==> config.mk <==
export PLATFORM = sky130hd
export DESIGN_NAME = d_cmp_hazard_ctrl
export DESIGN_NICKNAME = d
export VERILOG_FILES = /design/src/rtl/d_cmp_hazard_ctrl_pkg.sv /design/src/rtl/d_cmp_hazard_ctrl_fwd_pick.sv /design/src/rtl/d_cmp_hazard_ctrl.sv
export SDC_FILE = /design/constraint.sdc
export NUM_CORES = 1
export LEC_CHECK = 0
export CORE_MARGIN = 5
export CORE_UTILIZATION = 45
export CTS_BUF_LIST = sky130_fd_sc_hd__clkbuf_16
export DETAILED_ROUTE_END_ITERATION = 16
export GPL_ROUTABILITY_DRIVEN = 0
export PLACE_DENSITY = 0.71
export REMOVE_ABC_BUFFERS = 1
export SYNTH_ARGS = -nofsm -noshare
export SYNTH_HDL_FRONTEND = slang
export SYNTH_SLANG_ARGS = --single-unit
==> constraint.sdc <==
create_clock -name clk -period 5.2 [get_ports clk]
set_input_delay 1.56 -clock clk [delete_from_list [all_inputs] [get_ports clk]]
set_output_delay 1.56 -clock clk [all_outputs]
set_load 0.02 [all_outputs]
==> src/rtl/d_cmp_hazard_ctrl_pkg.sv <==
// Shared encodings for the D-stage compare hazard/forwarding controller:
// forwarding mux selects plus the Tnew/Tuse constants the decoder emits.
package d_cmp_hazard_ctrl_pkg;

  localparam logic [1:0] FWD_GRF = 2'd0;
  localparam logic [1:0] FWD_W   = 2'd1;
  localparam logic [1:0] FWD_M   = 2'd2;
  localparam logic [1:0] FWD_E   = 2'd3;

  localparam logic [1:0] TNEW_IMM  = 2'd0;
  localparam logic [1:0] TNEW_ALU  = 2'd1;
  localparam logic [1:0] TNEW_LOAD = 2'd2;

  localparam logic [1:0] TUSE_CMP   = 2'd0;
  localparam logic [1:0] TUSE_ALU   = 2'd1;
  localparam logic [1:0] TUSE_STORE = 2'd2;

endpackage

==> src/rtl/d_cmp_hazard_ctrl_fwd_pick.sv <==
// Per-operand hazard decision: compares one D-stage source register against
// the E/M/W write records and returns its stall request and forward select.
module d_fwd_pick
  import d_cmp_hazard_ctrl_pkg::*;
#(
  parameter int ADDR_W = 5,
  parameter int TNEW_W = 2
) (
  input  logic [ADDR_W-1:0] addr,
  input  logic [TNEW_W-1:0] tuse,
  input  logic [ADDR_W-1:0] e_wa,
  input  logic [TNEW_W-1:0] e_tnew,
  input  logic [ADDR_W-1:0] m_wa,
  input  logic [TNEW_W-1:0] m_tnew,
  input  logic [ADDR_W-1:0] w_wa,
  output logic              stall,
  output logic [1:0]        fwd_sel
);

  always_comb begin
    stall   = 1'b0;
    fwd_sel = FWD_GRF;
    if (addr != '0) begin
      stall = ((e_wa == addr) && (e_tnew > tuse)) ||
              ((m_wa == addr) && (m_tnew > tuse));
      // Youngest matching writer wins; if it is not ready yet, fall back to
      // the GRF path and let the stall cover the wait.
      if (e_wa == addr)
        fwd_sel = (e_tnew == '0) ? FWD_E : FWD_GRF;
      else if (m_wa == addr)
        fwd_sel = (m_tnew == '0) ? FWD_M : FWD_GRF;
      else if (w_wa == addr)
        fwd_sel = FWD_W;
    end
  end

endmodule

==> src/rtl/d_cmp_hazard_ctrl.sv <==
// Hazard and forwarding controller for the D-stage branch comparator:
// Tnew scoreboard over E/M/W, stall generation and a saturating stall counter.
module d_cmp_hazard_ctrl
  import d_cmp_hazard_ctrl_pkg::*;
#(
  parameter int ADDR_W = 5,
  parameter int TNEW_W = 2,
  parameter int CNT_W  = 32
) (
  input  logic              clk,
  input  logic              reset,
  input  logic [ADDR_W-1:0] D_rs,
  input  logic [ADDR_W-1:0] D_rt,
  input  logic [TNEW_W-1:0] D_tuse_rs,
  input  logic [TNEW_W-1:0] D_tuse_rt,
  input  logic [ADDR_W-1:0] D_wa,
  input  logic [TNEW_W-1:0] D_tnew,
  output logic              D_stall,
  output logic [1:0]        D_fwd_rs,
  output logic [1:0]        D_fwd_rt,
  output logic [CNT_W-1:0]  stall_cnt
);

  function automatic logic [TNEW_W-1:0] sat_dec(input logic [TNEW_W-1:0] t);
    return (t == '0) ? '0 : t - 1'b1;
  endfunction

  function automatic logic [CNT_W-1:0] sat_inc(input logic [CNT_W-1:0] c);
    return (c == '1) ? c : c + 1'b1;
  endfunction

  logic [ADDR_W-1:0] e_wa, m_wa, w_wa;
  logic [TNEW_W-1:0] e_tnew, m_tnew;
  logic              stall_rs, stall_rt;

  // W's Tnew is always zero after two decrements, so only its address is kept.
  always_ff @(posedge clk) begin
    if (reset) begin
      e_wa      <= '0;
      e_tnew    <= '0;
      m_wa      <= '0;
      m_tnew    <= '0;
      w_wa      <= '0;
      stall_cnt <= '0;
    end else begin
      w_wa   <= m_wa;
      m_wa   <= e_wa;
      m_tnew <= sat_dec(e_tnew);
      e_wa   <= D_stall ? '0 : D_wa;
      e_tnew <= D_stall ? '0 : D_tnew;
      if (D_stall)
        stall_cnt <= sat_inc(stall_cnt);
    end
  end

  d_fwd_pick #(.ADDR_W(ADDR_W), .TNEW_W(TNEW_W)) u_pick_rs (
    .addr    (D_rs),
    .tuse    (D_tuse_rs),
    .e_wa    (e_wa),
    .e_tnew  (e_tnew),
    .m_wa    (m_wa),
    .m_tnew  (m_tnew),
    .w_wa    (w_wa),
    .stall   (stall_rs),
    .fwd_sel (D_fwd_rs)
  );

  d_fwd_pick #(.ADDR_W(ADDR_W), .TNEW_W(TNEW_W)) u_pick_rt (
    .addr    (D_rt),
    .tuse    (D_tuse_rt),
    .e_wa    (e_wa),
    .e_tnew  (e_tnew),
    .m_wa    (m_wa),
    .m_tnew  (m_tnew),
    .w_wa    (w_wa),
    .stall   (stall_rt),
    .fwd_sel (D_fwd_rt)
  );

  assign D_stall = stall_rs | stall_rt;

endmodule
# Word-level counts from Yosys, hierarchy flattened
# Cells that the tools add are included.
dict set report classes {
  n_addsub 2
  n_mul 0
  n_div 0
  n_lt_le_gt_ge 4
  n_eq_ne 7
  shift 0
  n_mux 12
  n_bitwise 2
  reduce_logical 13
}
# operator count
set op_table {}
lappend op_table {{$add 32x1->32 const B} 1}
lappend op_table {{$eq 32x32->1 const B} 1}
lappend op_table {{$eq 5x5->1} 6}
lappend op_table {{$mux 2} 8}
lappend op_table {{$reduce_bool 5->1} 2}
lappend op_table {{$gt 2x2->1} 4}
lappend op_table {{$logic_and 1x1->1} 4}
lappend op_table {{$logic_not 2->1} 2}
lappend op_table {{$mux 1} 4}
lappend op_table {{$reduce_or 2->1} 2}
lappend op_table {{$logic_or 1x1->1} 2}
lappend op_table {{$reduce_and 2->1} 1}
lappend op_table {{$sub 2x1->2 const B} 1}
lappend op_table {{$not 1->1} 1}
lappend op_table {{$or 1x1->1} 1}
dict set report word_totals {
  regBits 51
  latchBits 0
  ramBits 0
  romBits 0
  inputBits 23
  n_memories 0
}

# Depth between registers and ports, before layout
# Gate-level depths: netlist of run 1.
dict set report depth {
  ltp_word 6
  mapped_depth 12
  mapped_depth_nobuf 10
}

# Hierarchy
# A second synthesis of run 1 with hierarchy kept.
dict set report unflattened {
  hier_cells 332
  area_unflattened_um2 2910.3
}
# module instances cells_each area_each_um2 seq_area_each_um2
set by_module_without_submodules {}
lappend by_module_without_submodules {d_cmp_hazard_ctrl 1 242 2222.1 1021.0}
lappend by_module_without_submodules {d_fwd_pick 2 45 344.1 0.0}

# Worst setup path after synthesis of run 1
# No wires, ideal clock.
dict set report synth_timing {
  kind {input -> output}
  startpoint {in D_rt[4]}
  endpoint {out D_fwd_rt[1]}
  arrival_time_ns 2.975
  slack_ns 0.665
  stages 5
  n_path_buf 0
  path_cell_list {xnor2_1 > nand3_1 > nor3_2 > or4b_2 > a21oi_1}
}
dict set report synth_between {
  elab_chain_len 4
  word_cells_on_any_way 6
  cone_classes {2 x eq/ne; 3 x mux; 1 x reduce/logical}
}
# element line_no
set synth_lines {}
lappend synth_lines {{start, declared} d_cmp_hazard_ctrl.sv:13} ;# input logic [ADDR_W-1:0] D_rt,
lappend synth_lines {{$eq 5x5->1} d_cmp_hazard_ctrl_fwd_pick.sv:30} ;# else if (m_wa == addr)
lappend synth_lines {{$mux 2} d_cmp_hazard_ctrl_fwd_pick.sv:30}
lappend synth_lines {{$mux 2} d_cmp_hazard_ctrl_fwd_pick.sv:28} ;# if (e_wa == addr)
lappend synth_lines {{$mux 2 *} d_cmp_hazard_ctrl_fwd_pick.sv:23} ;# if (addr != '0) begin
lappend synth_lines {{end, declared} d_cmp_hazard_ctrl.sv:20} ;# output logic [1:0] D_fwd_rt,
# Mark *: on every way between the ends. The rest lies on a longest branch, timed or not.

# Worst setup path after layout of run 1
dict set report layout_timing {
  startpoint {in D_rs[2]}
  endpoint {out D_fwd_rs[1]}
}
dict set report layout_between {
  elab_chain_len 4
  word_cells_on_any_way 6
  cone_classes {2 x eq/ne; 3 x mux; 1 x reduce/logical}
}
# element line_no
set layout_lines {}
lappend layout_lines {{start, declared} d_cmp_hazard_ctrl.sv:12} ;# input logic [ADDR_W-1:0] D_rs,
lappend layout_lines {{$eq 5x5->1} d_cmp_hazard_ctrl_fwd_pick.sv:30}
lappend layout_lines {{$mux 2} d_cmp_hazard_ctrl_fwd_pick.sv:30}
lappend layout_lines {{$mux 2} d_cmp_hazard_ctrl_fwd_pick.sv:28}
lappend layout_lines {{$mux 2 *} d_cmp_hazard_ctrl_fwd_pick.sv:23}
lappend layout_lines {{end, declared} d_cmp_hazard_ctrl.sv:19} ;# output logic [1:0] D_fwd_rs,
# Marks and branches as above.

==> results.txt, run 1 <==
- Combinational share of power: 12.1%
* Pwr dens: 229 nW/um2
* Minimum setup slack among reg-to-reg paths: 2.39 ns
- Synthesized instance count: 342
- Routed wire length: 7.33 mm
- At the worst endpoint, the arrival time is 3.56 ns.
- In this run the worst setup path terminates at D_fwd_rs[1].
- The design draws 877 uW.
- Psw: 201 uW
- Leaving out fill and tap cells, the most frequent cells in the layout are clkdlybuf4s50_1 (52), dfxtp_1 (51), a21oi_1 (26), nor2_1 (25), nor2b_1 (22).
* Clock Power Share: 41.5%
* Buffers from clock root to sink, at most: 2
- Of the total power, registers draw 46.4%.
- Max-slew violation total from the final report: 0
* Worst clock skew: 0.00566 ns
- TritonCTS built the clock tree.
- Static timing analysis puts the maximum clock frequency at 195 MHz.
- Critical R2R Launch: stall_cnt[0]
- Reported leakage power: 1.42 nW
* Syn-to-layout area delta: 30.7%
- In this run the vertical extent of the chip is 90.7 um.
- Headroom to the max-slew limit came out at 30.9%.
- Number of unique standard cell types used by synthesis: 40
- Fill count: 585
* Crit path launch type: primary input
- H-tree depth: 2
- Post-Syn Area per Cell: 8.58 um2
- The endpoint identified for the worst register-to-register timing path is stall_cnt[16].
* CTS Sinks: 51
- Cell count of the worst reg-to-reg path: 6
- In this run the worst path has a maximum fanout of 3.
- Clk root buf: clkbuf_16
- Dividing the final minimum period by the clock period gives 98.5%.
- Type of element capturing the critical path: primary output
- The via count of the first global-routing pass was 2,645.
- Overall fraction of global-route tracks in use: 17.9%
- Maximum number of pins on one net before global-route repair: 59
- Post-route minimum period: 5.12 ns
- The count of cells in the finished layout, fillers not included, comes to 488.
- Max-cap violations in this run came to 0.
- After clock tree synthesis, the clock-pin slew on the worst setup and hold paths is 0.06 ns.
- The final route contains 2,692 vias.
- Count of final setup violators: 0
- STA puts the critical path data required time at 3.64 ns.
* Worst supply voltage drop on vdd: 0.139 mV
- Ant. Diodes: 0
- Detailed placement finished with a half-perimeter wire length of 5.33 mm.
- Measured on the finished design, the core utilization comes to 60.4%.
- Flops & latches, synth: 51
- Drt via density: 5.52
- Clock insertion delay at the later pin of the skew report: 0.29 ns
- Part of the Yosys area used for sequential elements: 34.8%
- Summed over all layers, the global routing overflow is 0.
- Tracing the worst setup path back leads to its startpoint at D_rs[2].
* Path category of the worst min-delay check: reg2reg
* Setup TNS: 0 ns
* Post-Place Cells: 479
- The first routing iteration left 175 violations.
* Count of input and output buffers: 59
* Layout Nets: 443
- Transition time at the pin with the least slew margin: 1.04 ns
* Post-CTS Hold Fix Bufs: 0
* Internal Dissipation: 676 uW
* I/O pin total: 60
- In this run the cell area of the synthesized design comes to 2930 um2.
- The total area inside the core boundary comes to 6350 um2.
- Final antenna-violating net count: 0
* Number of cell rows: 29
* Horiz. Die Dim: 90.7 um
- The first global-routing pass estimated 12.6 mm of wire.
- Setup repair after global routing left no endpoint under its margin.
- Result of the run: finished clean
- Initial core utilization: 46.2%
* Count of final hold-check violations: 0
- TritonCTS buffer count: 5
- Total Die Area: 8230 um2
- In the final routed layout, each cell accounts on average for 15.0 um.
- Number of detailed-routing iterations run before antenna repair: 4
- Class of the most critical setup path: in2out
- Proportion of layout cells with a drive suffix above 1: 12.2%
- Net Sw Frac: 22.9%
* Post-route DRC violation count: 0
- The initial antenna violation count is 0.
- Synthesis warning total: 0
- Most common library cell in the layout ignoring fill and taps: clkdlybuf4s50_1
cells in the mapped netlist, drive strengths merged:
library cell	count	area share (%)
clkbuf	7	0.94
a22oi	2	0.51
inv	13	1.7
or3	12	2.6
a221oi	1	0.51
o21ai	13	2.2
nand2	12	1.5
or4b	2	0.68
nor4b	1	0.30
nand4	13	2.8
nor3	9	2.2
nor2	28	4.0
and2	9	1.9
a211oi	4	1.0
o31ai	6	1.5
nor2b	22	4.7
mux2	13	5.0
ha	10	4.3
nand3	20	3.4
nand2b	1	0.21
dfxtp	51	35
or4	9	2.3
and3	5	1.1
or2	1	0.21
nor4	9	2.4
xnor2	16	4.8
a2111oi	1	0.30
a21oi	26	4.4
and4	3	0.90
xor2	14	4.2
buf	8	2.3
or3b	1	0.30
critical path: stages:
cell	delay (ns)
clkdlybuf4s50_1	0.53
xnor2_1	0.13
nand3_1	0.11
nor3_2	0.20
or4b_2	0.60
a21oi_1	0.17
clkdlybuf4s15_2	0.27
per-stage QoR:
| step | setup WS, ns | cell area (um2) | hold WS, ns |
|---|---|---|---|
| detailed placement | -0.300 | 3640 | 0.409 |
| global route | 0.0217 | 3830 | 0.441 |
| finish | 0.0768 | 3830 | 0.418 |
| CTS | -0.0354 | 3810 | 0.418 |
| global placement | -0.290 | 3640 | 0.411 |
| floorplan | 0.0105 | 2840 | 0.396 |
state kept, by name (all words and copies together), names as in the netlist:
name,count
m_wa,5
w_wa,5
m_tnew,2
e_tnew,2
e_wa,5
stall_cnt,32
power groups by stage:
stage               Sequential [mW]  Clock (mW)  Combinational [mW]
floorplan                     0.414           0              0.0518
global placement              0.416           0               0.102
detailed placement            0.416           0               0.104
CTS                           0.407       0.373               0.105
global route                  0.408       0.393               0.117
finish                        0.407       0.364               0.106
how the worst min path moves through the flow:
| stage | from | end | depth (start not counted) |
|---|---|---|---|
| finish | e_tnew[0] | m_tnew[0] | 1 |
| global route | e_tnew[0] | m_tnew[0] | 1 |
| CTS | e_tnew[0] | m_tnew[0] | 1 |
| detailed placement | e_tnew[0] | m_tnew[0] | 1 |
| global placement | e_tnew[0] | m_tnew[0] | 1 |
| floorplan | e_tnew[0] | m_tnew[0] | 1 |
cell families after synthesis:
logic type	after synthesis	share of synthesized area, %
simple gates	157	31.5
flops	51	34.8
fa+ha+maj	10	4.26
mux	13	4.99
buf+inv	28	4.95
xor+xnor	30	8.96
compound gates	53	10.5
timing repair:
item	in CTS	in global routing
resized for setup	8	9
setup endpoints to repair	4	5
buffers inserted	1	0
pin swaps	1	2
hold endpoints to repair	0	0
cell type report:
type / instances / area (um2) / area share (%)
well taps: 77 / 96.3 / 2.51
clock inverters: 3 / 38.8 / 1.01
repair buffers: 76 / 712 / 18.6
multi-input cells: 263 / 1790 / 46.7
flip-flops and latches: 51 / 1020 / 26.6
inverters: 13 / 48.8 / 1.27
clock buffers: 5 / 125 / 3.26
per-layer routing:
metal / vias to the layer above / global-route usage [%] / wire, um
li1: 1354 / - / -
met1: 1254 / 22.9 / 3300
met2: 78 / 29.9 / 3600
met3: 6 / 4.00 / 370
met4: 0 / 5.21 / 58
met5: - / 0 / 0
No activity file was read; power rests on OpenSTA's default activity.
==> inputs of run 2 (changes only) <==
--- a/config.mk
+++ b/config.mk
@@ -8,8 +8,10 @@
 export CORE_MARGIN = 5
 export CORE_UTILIZATION = 45
 export CTS_BUF_LIST = sky130_fd_sc_hd__clkbuf_16
+export CTS_CLUSTER_DIAMETER = 30
 export DETAILED_ROUTE_END_ITERATION = 16
 export GPL_ROUTABILITY_DRIVEN = 0
+export MAX_ROUTING_LAYER = met4
 export PLACE_DENSITY = 0.71
 export REMOVE_ABC_BUFFERS = 1
 export SYNTH_ARGS = -nofsm -noshare
==> run 2 against run 1 <==
Against the previous run: cell count did not move; die area stayed put; register-to-register slack barely moved; sequential power about the same; critical path depth did not move; global-route usage grew 0.53 points; hold slack hardly changed; fmax hardly changed; critical path type unchanged.
==> results.txt, run 2 (synthesis results as in run 1) <==
- The first-pass GRT wire length came to 12.6 mm (unchanged).
- Transition time at the pin with the least slew margin: 1.04 ns (about the same)
- The cts-stage hold buffer count came to 0 (unchanged).
- Total power after layout: 878 uW (was 877 uW)
- The worst clock skew on the final layout came to 0.00526 ns (was 0.00566 ns).
- The starting density of the core was 46.2% (unchanged).
* Clock-pin slew reported for the worst setup and hold paths after clock tree synthesis: 0.06 ns (about the same)
- The static leakage came to 1.42 nW (unchanged).
- The standard-cell row count came to 29 (unchanged).
- The delay contributed by the slowest stage of the critical path came to 0.60 ns (about the same).
* Via total after detailed routing: 2,690 (was 2,692)
* Fill count: 585 (unchanged)
* Final core utilization: 60.4% (unchanged)
* Horiz. Die Dim: 90.7 um (unchanged)
* Initial antenna violation count: 0 (unchanged)
- Wire length per cell: 15.1 um (was 15.0 um)
* Count of input and output buffers: 59 (unchanged)
* Filler-free cell count of the finished design: 488 (unchanged)
- The maximum number of pins on one net before global-route repair was 59 (unchanged).
* Final WS setup: 0.0772 ns (was 0.0768 ns)
* Number of detailed-routing iterations run before antenna repair: 4 (unchanged)
* CP bufs+invs: 2 (unchanged)
- The portion of the clock cycle consumed by the worst path in the final layout was 98.5% (about the same).
- Max-slew violation total from the final report: 0 (unchanged)
* Path category of the worst min-delay check: reg2reg (unchanged)
* Core Box Area: 6350 um2 (unchanged)
* Crit path launch type: primary input (unchanged)
- The nature of the critical path endpoint is a primary output (unchanged).
- The cell area power density is 229 nW/um2 (about the same).
- Setup repair after global routing missed its margin: no (unchanged)
* Layout Nets: 443 (unchanged)
- Cell-by-cell listing of the critical path: clkdlybuf4s50_1 > xnor2_1 > nand3_1 > nor3_2 > or4b_2 > a21oi_1 > clkdlybuf4s15_2 (unchanged)
* Worst supply voltage drop on vdd: 0.139 mV (about the same)
- TritonCTS buffer count: 5 (unchanged)
- The wire length reported by the detailed router came to 7.36 mm (was 7.33 mm).
- Count of final hold-check violations: 0 (unchanged)
* Drt via density: 5.51 (was 5.52)
* Post-Place Cells: 479 (unchanged)
- Most flop-heavy register: stall_cnt (unchanged)
* Slew HR: 30.9% (about the same)
- Clk root buf: clkbuf_16 (unchanged)
* DP HPWL: 5.33 mm (unchanged)
- Arrival @ worst endpoint: 3.56 ns (about the same)
* Worst slack after detailed placement: -0.300 ns (unchanged)
* Maxcap violations: 0 (unchanged)
* Required arrival time at the worst endpoint: 3.64 ns (about the same)
* Overall fraction of global-route tracks in use: 18.4% (was 17.9%)
- Met2 usage in global routing: 30.0% (was 29.9%)
- The met1 track demand over resource in global routing came to 23.0% (was 22.9%).
- Class of the most critical setup path: in2out (unchanged)
- The flip-flop count of the largest register after layout is 32 (unchanged).
* Count of final setup violators: 0 (unchanged)
* Chip Height: 90.7 um (unchanged)
* Most common library cell in the layout ignoring fill and taps: clkdlybuf4s50_1 (unchanged)
* Maximum clock rate: 195 MHz (about the same)
- Result of the run: finished clean (unchanged).
- Ant. Diodes: 0 (unchanged)
- Peak-usage layer in the global routing report: met2 (unchanged)
- The met3 track demand over resource came to 3.92% (was 4.00%).
* Clock tree from TritonCTS: built (unchanged)
* H-tree depth: 2 (unchanged)
* Maximum fanout encountered on the critical timing path: 3 (unchanged)
* Clock insertion delay at the later pin of the skew report: 0.29 ns (about the same)
- The total die area came to 8230 um2 (unchanged).
- The area growth from synthesis to layout was 30.7% (unchanged).
- Final antenna-violating net count: 0 (unchanged)
- Post-route DRC violation count: 0 (unchanged)
* CTS Sinks: 51 (unchanged)
- Highest-count cells in the layout ignoring fill and taps: clkdlybuf4s50_1 (52), dfxtp_1 (51), a21oi_1 (26), nor2_1 (25), nor2b_1 (22) (unchanged)
* Number of global-route vias before repair: 2,647 (was 2,645)
- Proportion of layout cells with a drive suffix above 1: 12.2% (unchanged)
* Overflow after GRT: 0 (unchanged)
- The cell type of the slowest stage on the worst timing path is or4b_2 (unchanged).
* DRC violation total after the first TritonRoute iteration: 162 (was 175)
- The I/O pin count was 60 (unchanged).
- The maximum buffer depth of the clock tree was 2 (unchanged).
* Gate family responsible for the most delay along the worst path: simple AND/OR/NAND/NOR gates (unchanged)
- Post-route minimum period: 5.12 ns (about the same)
[run 2: cell counts in the layout (fill, tap and decap cells not counted)]
No cell type changed its count.
[run 2: what timing repair did]
item | 4_1_cts | 5_1_grt
pin swaps | 1 | 2
setup endpoints to repair | 4 | 5
buffers inserted | 1 | 0
resized for setup | 8 | 9
[run 2: routing by layer]
metal  wire length, um  vias up
met2              3620       76
li1                  -     1359
met1              3350     1249
met5                 0        -
met4                55        0
met3               335        6
[run 2: path summary, 6_finish.rpt]
kind / start / end / slack [ns] / cells after the start
max: D_rs[2] / D_fwd_rs[1] / 0.08 / 7
min: e_tnew[0] / m_tnew[0] / 0.42 / 1
max reg2reg: stall_cnt[0] / stall_cnt[16] / 2.40 / 6
min reg2reg: e_tnew[0] / m_tnew[0] / 0.42 / 1
[run 2: power by group]
group	total, mW	internal [mW]	switching, mW
Combinational	0.106	0.0534	0.0526
Sequential	0.407	0.399	0.00864
Clock	0.365	0.224	0.140
Total	0.878	0.676	0.201
[run 2: layout make-up]
cell class,count,area [um2],area share [%]
multi-input cells,263,1790,46.7
flip-flops and latches,51,1020,26.6
repair buffers,76,712,18.6
clock buffers,5,125,3.26
well taps,77,96.3,2.51
inverters,13,48.8,1.27
clock inverters,3,38.8,1.01
[run 2: stage by stage]
step	setup TNS [ns]	area (um2)	hold WS [ns]
finish	0	3830	0.418
CTS	-0.0354	3810	0.418
detailed placement	-0.817	3640	0.409
global placement	-0.789	3640	0.411
floorplan	0	2840	0.396
global route	0	3830	0.441
[run 2: worst register-to-register path, stage by stage (launching register included)]
cell and delay, ns:
dfxtp_1 0.43, ha_1 0.22, and3_1 0.45, nand3_1 0.30, nor2_1 0.79, nor4_1 0.15
mux2_1 0.35
